`src/rtl/uart_alu_sequencer_pkg.sv`:
```
// Shared definitions for the UART/ALU command sequencer and its wrapper.
// Holds the data width and timeout defaults, plus the state encoding that
// is exported on the debug state port.
package uart_alu_sequencer_pkg;

  localparam int unsigned DBIT_DEF          = 8;
  localparam int unsigned TIMEOUT_TICKS_DEF = 2048;
  localparam int unsigned TW_DEF            = 12;

  typedef enum logic [2:0] {
    ST_IDLE    = 3'd0,
    ST_GET_B   = 3'd1,
    ST_GET_OP  = 3'd2,
    ST_EXEC    = 3'd3,
    ST_SEND    = 3'd4,
    ST_WAIT_TX = 3'd5
  } state_t;

  // True while a partial command is being collected (timeout is armed).
  function automatic logic collecting(input state_t s);
    return (s == ST_GET_B) || (s == ST_GET_OP);
  endfunction

endpackage

```
`src/rtl/uart_alu_sequencer_tick_timer.sv`:
```
// Inter-byte timeout timer counting s_tick pulses.
// Ports: clk, reset (async active-low), clear (sync clear, has priority),
//        enable (count allowed), s_tick (count pulse), terminal_c (count has
//        reached TIMEOUT_TICKS; combinational decode of the counter register).
module uart_alu_sequencer_tick_timer
  import uart_alu_sequencer_pkg::*;
#(
  parameter int unsigned TIMEOUT_TICKS = TIMEOUT_TICKS_DEF,
  parameter int unsigned TW            = TW_DEF
) (
  input  logic clk,
  input  logic reset,
  input  logic clear,
  input  logic enable,
  input  logic s_tick,
  output logic terminal_c
);

  localparam logic [TW-1:0] LIMIT = TW'(TIMEOUT_TICKS);

  logic [TW-1:0] cnt;

  // Saturating counter: holds at LIMIT instead of wrapping.
  always_ff @(posedge clk or negedge reset) begin
    if (!reset) begin
      cnt <= '0;
    end else if (clear) begin
      cnt <= '0;
    end else if (enable && s_tick && (cnt != LIMIT)) begin
      cnt <= cnt + TW'(1);
    end
  end

  assign terminal_c = (cnt == LIMIT);

endmodule

```
`src/rtl/uart_alu_sequencer.sv`:
```
// Command sequencer between the UART receiver and the ALU/transmitter.
// Collects operand A, operand B and opcode bytes, executes on the ALU,
// launches the result to the transmitter and waits for completion.
// Ports: clk, reset (async active-low); s_tick, rx_data, rx_done_tick from
//        the receiver side; alu_result from the ALU; tx_done_tick from the
//        transmitter. Registered outputs: alu_a, alu_b, alu_op, tx_data,
//        tx_start, busy, timeout_err, overrun_err, state (debug).
module uart_alu_sequencer
  import uart_alu_sequencer_pkg::*;
#(
  parameter int unsigned DBIT          = DBIT_DEF,
  parameter int unsigned TIMEOUT_TICKS = TIMEOUT_TICKS_DEF,
  parameter int unsigned TW            = TW_DEF
) (
  input  logic            clk,
  input  logic            reset,
  input  logic            s_tick,
  input  logic [DBIT-1:0] rx_data,
  input  logic            rx_done_tick,
  input  logic [DBIT-1:0] alu_result,
  input  logic            tx_done_tick,
  output logic [DBIT-1:0] alu_a,
  output logic [DBIT-1:0] alu_b,
  output logic [DBIT-1:0] alu_op,
  output logic [DBIT-1:0] tx_data,
  output logic            tx_start,
  output logic            busy,
  output logic            timeout_err,
  output logic            overrun_err,
  output logic [2:0]      state
);

  state_t state_q;
  state_t state_nxt;

  logic [DBIT-1:0] alu_a_d;
  logic [DBIT-1:0] alu_b_d;
  logic [DBIT-1:0] alu_op_d;
  logic [DBIT-1:0] tx_data_d;
  logic            tx_start_d;
  logic            timeout_d;
  logic            overrun_d;
  logic            timer_clear;
  logic            timer_en;
  logic            terminal_c;

  // Cleared outside collection and on every accepted byte, which also
  // covers entry into GET_B / GET_OP.
  assign timer_en    = collecting(state_q);
  assign timer_clear = rx_done_tick || !timer_en;

  uart_alu_sequencer_tick_timer #(
    .TIMEOUT_TICKS(TIMEOUT_TICKS),
    .TW           (TW)
  ) u_tick_timer (
    .clk       (clk),
    .reset     (reset),
    .clear     (timer_clear),
    .enable    (timer_en),
    .s_tick    (s_tick),
    .terminal_c(terminal_c)
  );

  // State register.
  always_ff @(posedge clk or negedge reset) begin
    if (!reset) begin
      state_q <= ST_IDLE;
    end else begin
      state_q <= state_nxt;
    end
  end

  // Next-state logic; a received byte wins over a coincident timeout.
  always_comb begin
    state_nxt = state_q;
    case (state_q)
      ST_IDLE:    if (rx_done_tick) state_nxt = ST_GET_B;
      ST_GET_B: begin
        if (rx_done_tick)    state_nxt = ST_GET_OP;
        else if (terminal_c) state_nxt = ST_IDLE;
      end
      ST_GET_OP: begin
        if (rx_done_tick)    state_nxt = ST_EXEC;
        else if (terminal_c) state_nxt = ST_IDLE;
      end
      ST_EXEC:    state_nxt = ST_SEND;
      ST_SEND:    state_nxt = ST_WAIT_TX;
      ST_WAIT_TX: if (tx_done_tick) state_nxt = ST_IDLE;
      default:    state_nxt = ST_IDLE;
    endcase
  end

  // Output next-values; tx_start is set while in EXEC so its registered
  // pulse lines up with the SEND state.
  always_comb begin
    alu_a_d    = alu_a;
    alu_b_d    = alu_b;
    alu_op_d   = alu_op;
    tx_data_d  = tx_data;
    tx_start_d = 1'b0;
    timeout_d  = 1'b0;
    overrun_d  = 1'b0;
    case (state_q)
      ST_IDLE:    if (rx_done_tick) alu_a_d = rx_data;
      ST_GET_B: begin
        if (rx_done_tick)    alu_b_d   = rx_data;
        else if (terminal_c) timeout_d = 1'b1;
      end
      ST_GET_OP: begin
        if (rx_done_tick)    alu_op_d  = rx_data;
        else if (terminal_c) timeout_d = 1'b1;
      end
      ST_EXEC: begin
        tx_data_d  = alu_result;
        tx_start_d = 1'b1;
        overrun_d  = rx_done_tick;
      end
      ST_SEND:    overrun_d = rx_done_tick;
      ST_WAIT_TX: overrun_d = rx_done_tick;
      default: ;
    endcase
  end

  // Output registers.
  always_ff @(posedge clk or negedge reset) begin
    if (!reset) begin
      alu_a       <= '0;
      alu_b       <= '0;
      alu_op      <= '0;
      tx_data     <= '0;
      tx_start    <= 1'b0;
      busy        <= 1'b0;
      timeout_err <= 1'b0;
      overrun_err <= 1'b0;
    end else begin
      alu_a       <= alu_a_d;
      alu_b       <= alu_b_d;
      alu_op      <= alu_op_d;
      tx_data     <= tx_data_d;
      tx_start    <= tx_start_d;
      busy        <= (state_nxt != ST_IDLE);
      timeout_err <= timeout_d;
      overrun_err <= overrun_d;
    end
  end

  assign state = state_q;

endmodule

```
`config.mk`:
```
export PLATFORM = sky130hd
export DESIGN_NAME = uart_alu_sequencer
export DESIGN_NICKNAME = d
export VERILOG_FILES = /design/src/rtl/uart_alu_sequencer_pkg.sv /design/src/rtl/uart_alu_sequencer_tick_timer.sv /design/src/rtl/uart_alu_sequencer.sv
export SDC_FILE = /design/constraint.sdc
export NUM_CORES = 1
export LEC_CHECK = 0
export ABC_AREA = 1
export CAP_MARGIN = 5
export CORE_MARGIN = 2
export CORE_UTILIZATION = 48
export DETAILED_ROUTE_END_ITERATION = 10
export PLACE_DENSITY = 0.85
export SLEW_MARGIN = 20
export SYNTH_ARGS = -nofsm -noshare
export SYNTH_HDL_FRONTEND = slang
export SYNTH_SLANG_ARGS = --single-unit
```
`constraint.sdc`:
```
create_clock -name clk -period 1.65 [get_ports clk]
set_clock_uncertainty 0.1 [all_clocks]
set_input_delay 0.2475 -clock clk [delete_from_list [all_inputs] [get_ports clk]]
set_output_delay 0.2475 -clock clk [all_outputs]
set_load 0.1 [all_outputs]
```
==> results of run 1 <==
kinds of logic after synthesis:
family | after synthesis | synth area share
xor gates and xnor gates | 3 | 0.01141
and+or+nand+nor | 151 | 0.2836
DFF | 51 | 0.5540
adders and majority gates | 2 | 0.01086
AOI/OAI and AO/OA | 32 | 0.07224
buffers and inverters | 33 | 0.06790
stage by stage:
stage          worst slack (ns)  hold WS [ns]  TNS (ns)    util
2_1_floorplan           0.01195       -0.1481         0       -
3_3_place_gp           -0.03030        0.1458   -0.1946  0.7251
6_report                 0.1265        0.3802         0  0.7514
3_5_place_dp            -0.1043        0.1537   -0.6282  0.7251
5_1_grt                0.001570        0.3630         0  0.7514
4_1_cts                0.006649        0.3662         0  0.7463
cell usage in the layout (no fill, tap or decap), types with 5 or more instances in the layout:
cell type                         instances
sky130_fd_sc_hd__buf_12                  39
sky130_fd_sc_hd__buf_4                   11
sky130_fd_sc_hd__clkbuf_8                 5
sky130_fd_sc_hd__clkdlybuf4s50_1         19
sky130_fd_sc_hd__dfrtp_1                 47
sky130_fd_sc_hd__inv_1                   24
sky130_fd_sc_hd__nand2_1                 95
sky130_fd_sc_hd__nand3_1                 13
sky130_fd_sc_hd__nand4_1                 10
sky130_fd_sc_hd__nor2_1                  20
sky130_fd_sc_hd__o21ai_0                 24
final timing paths:
kind / from / end / slack (ns)
max: state[2] / u_tick_timer.cnt[4] / 0.13
min reg2reg: tx_data[3] / tx_data[3] / 0.45
min in group clk: alu_result[1] / tx_data[1] / 0.38
max in group asynchronous: reset / u_tick_timer.cnt[0] / 0.75
max reg2reg: state[2] / u_tick_timer.cnt[4] / 0.13
min: reset / overrun_err / 0.38
area by class of cell:
class	count	area [um2]	area share
multi-input combinational	188	875.8	0.2501
sequential	51	1286	0.3673
clock buffer	6	72.57	0.02072
clock inverter	2	16.27	0.004645
tap	54	67.56	0.01929
timing repair buffer	71	1069	0.3051
inverter	28	115.1	0.03287
flip-flops by register name, indices dropped and copies added, names as in the netlist:
| name | cells |
|---|---|
| tx_data | 8 |
| state | 3 |
| alu_b | 8 |
| alu_op | 8 |
| tx_start | 1 |
| alu_a | 8 |
| overrun_err | 1 |
| u_tick_timer.cnt | 12 |
| timeout_err | 1 |
| busy | 1 |
worst max-delay path: cells and delay by family (launching register included):
kind | cells | cell delay (ns)
flops | 1 | 0.52
buf+inv | 3 | 0.37
simple gates | 6 | 0.47
layer usage:
metal  vias to the layer above  GRT usage  routed length, um
li1                       1005          -                  -
met1                       989     0.2976               2210
met2                        55     0.3654               2818
met3                         6    0.08916                401
met4                         0    0.04938                 38
met5                         -          0                  0
timing repair:
item	CTS	global route
hold endpoints to repair	51	0
setup buffers	0	2
gates resized for setup	0	4
hold buffers	1	0
endpoints found under the setup margin	0	12
==> flow_metrics.tcl, run 1 <==
set metrics [dict create \
    run_status "completed" \
    die_x_um 73.28 \
    arrival_ns 1.65 \
    period_share 0.9233 \
    tightestPinTransition_ns 0.3606 \
    yosys-top-cells-area "sky130_fd_sc_hd__dfrtp_1 55%, sky130_fd_sc_hd__nand2_1 16%, sky130_fd_sc_hd__o21ai_0 5.2%" \
    start_kind "flip-flop" \
    total_inserted_antenna_cells 0 \
    synth-warning-count 0 \
    most_used_cell_cp "sky130_fd_sc_hd__nand2_1" \
    synth_cells 272 \
    rows 25 \
    worstPathMaxFanout 12 \
    final_hold_viol_count 0 \
    finalMaxSlewViolations 0 \
    die_height_um 73.28 \
    grt_max_degree 30 \
    clock_sink_count 51 \
    cp.required_ns 1.78 \
    synth_area_per_cell_um2 8.469 \
    synth_seq_cells 51 \
    worst_hold_path_type "input pin to asynchronous set/reset pin" \
    first_global_vias 2054 \
    synthesis.nets 295 \
    drt_iter0_markers 125 \
    clock_tree.buffer_depth 2 \
    htreeDepth 2 \
    mappedNetlistArea_um2 2303 \
    synth_top_area_cell "sky130_fd_sc_hd__dfrtp_1" \
    cts_root_buf "sky130_fd_sc_hd__clkbuf_8" \
    io_buffers 59 \
    design_area_um2 3502 \
    yosys-top-cells-count "96 x sky130_fd_sc_hd__nand2_1, 51 x sky130_fd_sc_hd__dfrtp_1, 24 x sky130_fd_sc_hd__inv_1, 24 x sky130_fd_sc_hd__o21ai_0, 21 x sky130_fd_sc_hd__nor2_1" \
    antenna_found_initial 0 \
    initial_utilization 0.4942 \
    fin_cells 400 \
    finalCriticalPeriod_ns 1.523 \
    cp-end-kind "flip-flop" \
    yosysMostFrequentCell "sky130_fd_sc_hd__nand2_1" \
    coreArea_um2 4661 \
    worstSetupPathType "flip-flop to flip-flop" \
    grt_usage 0.2291 \
    dp_hpwl_um 4246 \
    ios 60 \
    tritoncts_clock_tree "built" \
    drt-total-wl_um 5468 \
    cp_slowest_stage_delay_ns 0.52 \
    crit_path_cell_trace "inv_1 -> nand2_1 -> nand2_2 -> nand2_2 -> inv_4 -> nand2_4 -> inv_6 -> nand2_1 -> nand2_1" \
    fillCellCount 282 \
    drtAntennaViolNets 0 \
    path_clk_slew_ns 0.09 \
    synth.distinct_cells 27 \
    drv.max_cap_violation_count 0 \
    finalNetCount 368 \
    synth_flop_cell "sky130_fd_sc_hd__dfrtp_1" \
    grt_setup_unrepaired "false" \
    via_per_inst 5.138 \
    grt_pass1_wl_um 9515 \
    final_layout_size_suffix_gt1_frac 0.2254 \
    async_reset_ff_frac 1.000 \
    dpl-instance-area_um2 3379 \
    dieArea_um2 5369 \
    cts_made_buffers 5 \
    drt_first_pass_iters 4 \
    wl_per_cell_um 13.67 \
    number_of_synthesized_flops_with_an_enable_pin 0 \
    overflow 0 \
    standard_cell_with_the_maximum_stage_delay_on_the_critical_path "sky130_fd_sc_hd__dfrtp_4" \
    placedCellCount 389 \
    route.vias.total 2055 \
    r2r_cells 9 \
    detailed_route_drc_error_count 0 \
    setup_violations 0 \
    routability_congestion_estimate_from_global_placement 0.9018 \
    synth-seq-area-share 0.5540 \
    achievable-frequency_mhz 656.4 \
    clk_latency_ns 0.29 \
    maxSlewHeadroom 0.7596 \
    synthDominantCellAreaShare 0.5540 \
    areaGrowthSynthToFinish_pct 52.04 \
]
Power of run 1 is left out: the tool's default activity adds up to more than one toggle a clock period on the data nets, which glitch-free logic cannot reach.
==> run 2: changes to the inputs <==
--- a/config.mk
+++ b/config.mk
@@ -8,9 +8,9 @@
 export ABC_AREA = 1
 export CAP_MARGIN = 5
 export CORE_MARGIN = 2
-export CORE_UTILIZATION = 48
+export CORE_UTILIZATION = 52
 export DETAILED_ROUTE_END_ITERATION = 10
-export PLACE_DENSITY = 0.85
+export PLACE_DENSITY = 0.91
 export SLEW_MARGIN = 20
 export SYNTH_ARGS = -nofsm -noshare
 export SYNTH_HDL_FRONTEND = slang
==> constraint.sdc (replaced) <==
create_clock -name clk -period 1.8 [get_ports clk]
set_clock_uncertainty 0.1 [all_clocks]
set_input_delay 0.27 -clock clk [delete_from_list [all_inputs] [get_ports clk]]
set_output_delay 0.27 -clock clk [all_outputs]
set_load 0.1 [all_outputs]
==> run 2 against run 1 <==
Compared with the run above:
- utilization grew 4.7 points
- worst hold slack lost 0.033 ns
- via count shrank 0.34%
- die area down 7.3%
- cell count fell by 1.5%
- fmax fell by 9.7%
- sequential cell count unchanged
- final area fell by 1.5%
- register-to-register slack barely moved
- sequential share of layout area up 0.36 points
- first-iteration DRC count up 4.0%
- largest cell class unchanged
==> flow_metrics.tcl, run 2 (same netlist as run 1, synthesis figures left out) <==
set metrics [dict create \
    run_status "completed" \
    rows 24 \
    areaGrowthSynthToFinish_pct 49.81 \
    grt_util_met3 0.07407 \
    cp.required_ns 1.93 \
    finalCriticalPeriod_ns 1.688 \
    htreeDepth 2 \
    design_area_um2 3451 \
    grt_util_met1 0.3238 \
    cp-end-kind "flip-flop" \
    drv.max_cap_violation_count 0 \
    finalMaxSlewViolations 0 \
    final_hold_viol_count 0 \
    largest_register_ff_count 12 \
    coreArea_um2 4324 \
    initial_utilization 0.5327 \
    tightestPinTransition_ns 0.4618 \
    ios 60 \
    layout.cells.most_common "sky130_fd_sc_hd__nand2_1" \
    wl_per_cell_um 14.96 \
    grt.met2_usage 0.4434 \
    drt-total-wl_um 5896 \
    setup_violations 0 \
    tritoncts_clock_tree "built" \
    cts_made_buffers 5 \
    grt_pass1_wl_um 10130 \
    worst_hold_path_type "input pin to asynchronous set/reset pin" \
    clock_sink_count 51 \
    io_buffers 59 \
    clk_latency_ns 0.30 \
    cts_root_buf "sky130_fd_sc_hd__clkbuf_8" \
    utilization 0.7980 \
    clock_tree.buffer_depth 2 \
    maxSlewHeadroom 0.6921 \
    drt_first_pass_iters 4 \
    finalNetCount 364 \
    fin_tns_setup_ns 0 \
    routability_congestion_estimate_from_global_placement 0.8717 \
    dp_hpwl_um 4338 \
    fillCellCount 266 \
    arrival_ns 1.82 \
    max_flop_register "u_tick_timer.cnt" \
    grt_usage 0.2596 \
    via_per_inst 5.198 \
    final_layout_size_suffix_gt1_frac 0.2076 \
    achievable-frequency_mhz 592.5 \
    die_x_um 70.56 \
    overflow 0 \
    detailed_route_drc_error_count 0 \
    grt_max_degree 22 \
    die_height_um 70.56 \
    drtAntennaViolNets 0 \
    total_inserted_antenna_cells 0 \
    first_global_vias 2165 \
    placedCellCount 385 \
    dieArea_um2 4978 \
    period_share 0.9376 \
    worstSetupPathType "flip-flop to flip-flop" \
    start_kind "flip-flop" \
    most-common-layout-cells "96 x sky130_fd_sc_hd__nand2_1, 48 x sky130_fd_sc_hd__dfrtp_1, 39 x sky130_fd_sc_hd__buf_12" \
    antenna_found_initial 0 \
    route.vias.total 2048 \
    path_clk_slew_ns 0.09 \
    fin_cells 394 \
    worstPathMaxFanout 9 \
    dpl-instance-area_um2 3357 \
    global_route.peak_usage_layer "met2" \
    drt_iter0_markers 130 \
]
run 2: changes by cell type in the layout (fill, tap and decap cells not counted), sizes merged:
cell / before / now
buf: 51 / 47
clkbuf: 6 / 7
clkinv: 0 / 1
clkinvlp: 1 / 0
inv: 29 / 28
run 2: critical path: stages, from the launching register on:
cell                      delay [ns]
sky130_fd_sc_hd__dfrtp_1        0.44
sky130_fd_sc_hd__inv_1          0.13
sky130_fd_sc_hd__ha_1           0.16
sky130_fd_sc_hd__nand3_1        0.12
sky130_fd_sc_hd__nor2_2         0.17
sky130_fd_sc_hd__nand2_1        0.08
sky130_fd_sc_hd__nand2_1        0.10
sky130_fd_sc_hd__nand2_4        0.08
sky130_fd_sc_hd__inv_4          0.11
sky130_fd_sc_hd__nand2_1        0.06
sky130_fd_sc_hd__nand2_1        0.07
run 2: what timing repair did:
item                       in CTS  in global routing
hold endpoints to repair       19                  0
setup endpoints to repair       0                  9
buffers inserted                0                  0
gates resized for setup         0                  1
hold buffers                    1                  0
run 2: worst paths after layout:
kind | from | endpoint | slack [ns] | cells past startpoint
worst max register to register | u_tick_timer.cnt[0] | u_tick_timer.cnt[5] | 0.11 | 10
worst min-delay path | reset | timeout_err | 0.35 | 2
worst max-delay path | u_tick_timer.cnt[0] | u_tick_timer.cnt[5] | 0.11 | 10
max in group asynchronous | reset | u_tick_timer.cnt[11] | 0.67 | 3
min in group clk | alu_result[3] | tx_data[3] | 0.40 | 3
worst min register to register | tx_data[3] | tx_data[3] | 0.45 | 2
run 2: routing by layer:
layer	up-vias	share of wire
li1	997	-
met1	984	0.42
met2	58	0.51
met3	9	0.059
met4	0	0.017
met5	-	0
run 2: metrics by stage:
stage | hold WS (ns) | setup slack (ns)
final | 0.3475 | 0.1123
after global routing | 0.3900 | -0.02061
after CTS | 0.3503 | 0.09176
after detailed placement | 0.1510 | 0.01327
after global placement | 0.1464 | 0.1208
after floorplan | -0.1256 | 0.1463
run 2: cell type report:
type	instances	area, um2	share of cell area
clock inverters	1	5.005	0.001450
flip-flops and latches	51	1280	0.3709
inverters	28	112.6	0.03263
multi-input cells	188	873.3	0.2531
well taps	52	65.06	0.01885
clock buffers	7	76.32	0.02212
repair buffers	67	1039	0.3009
Power of run 2 is left out for the same reason.
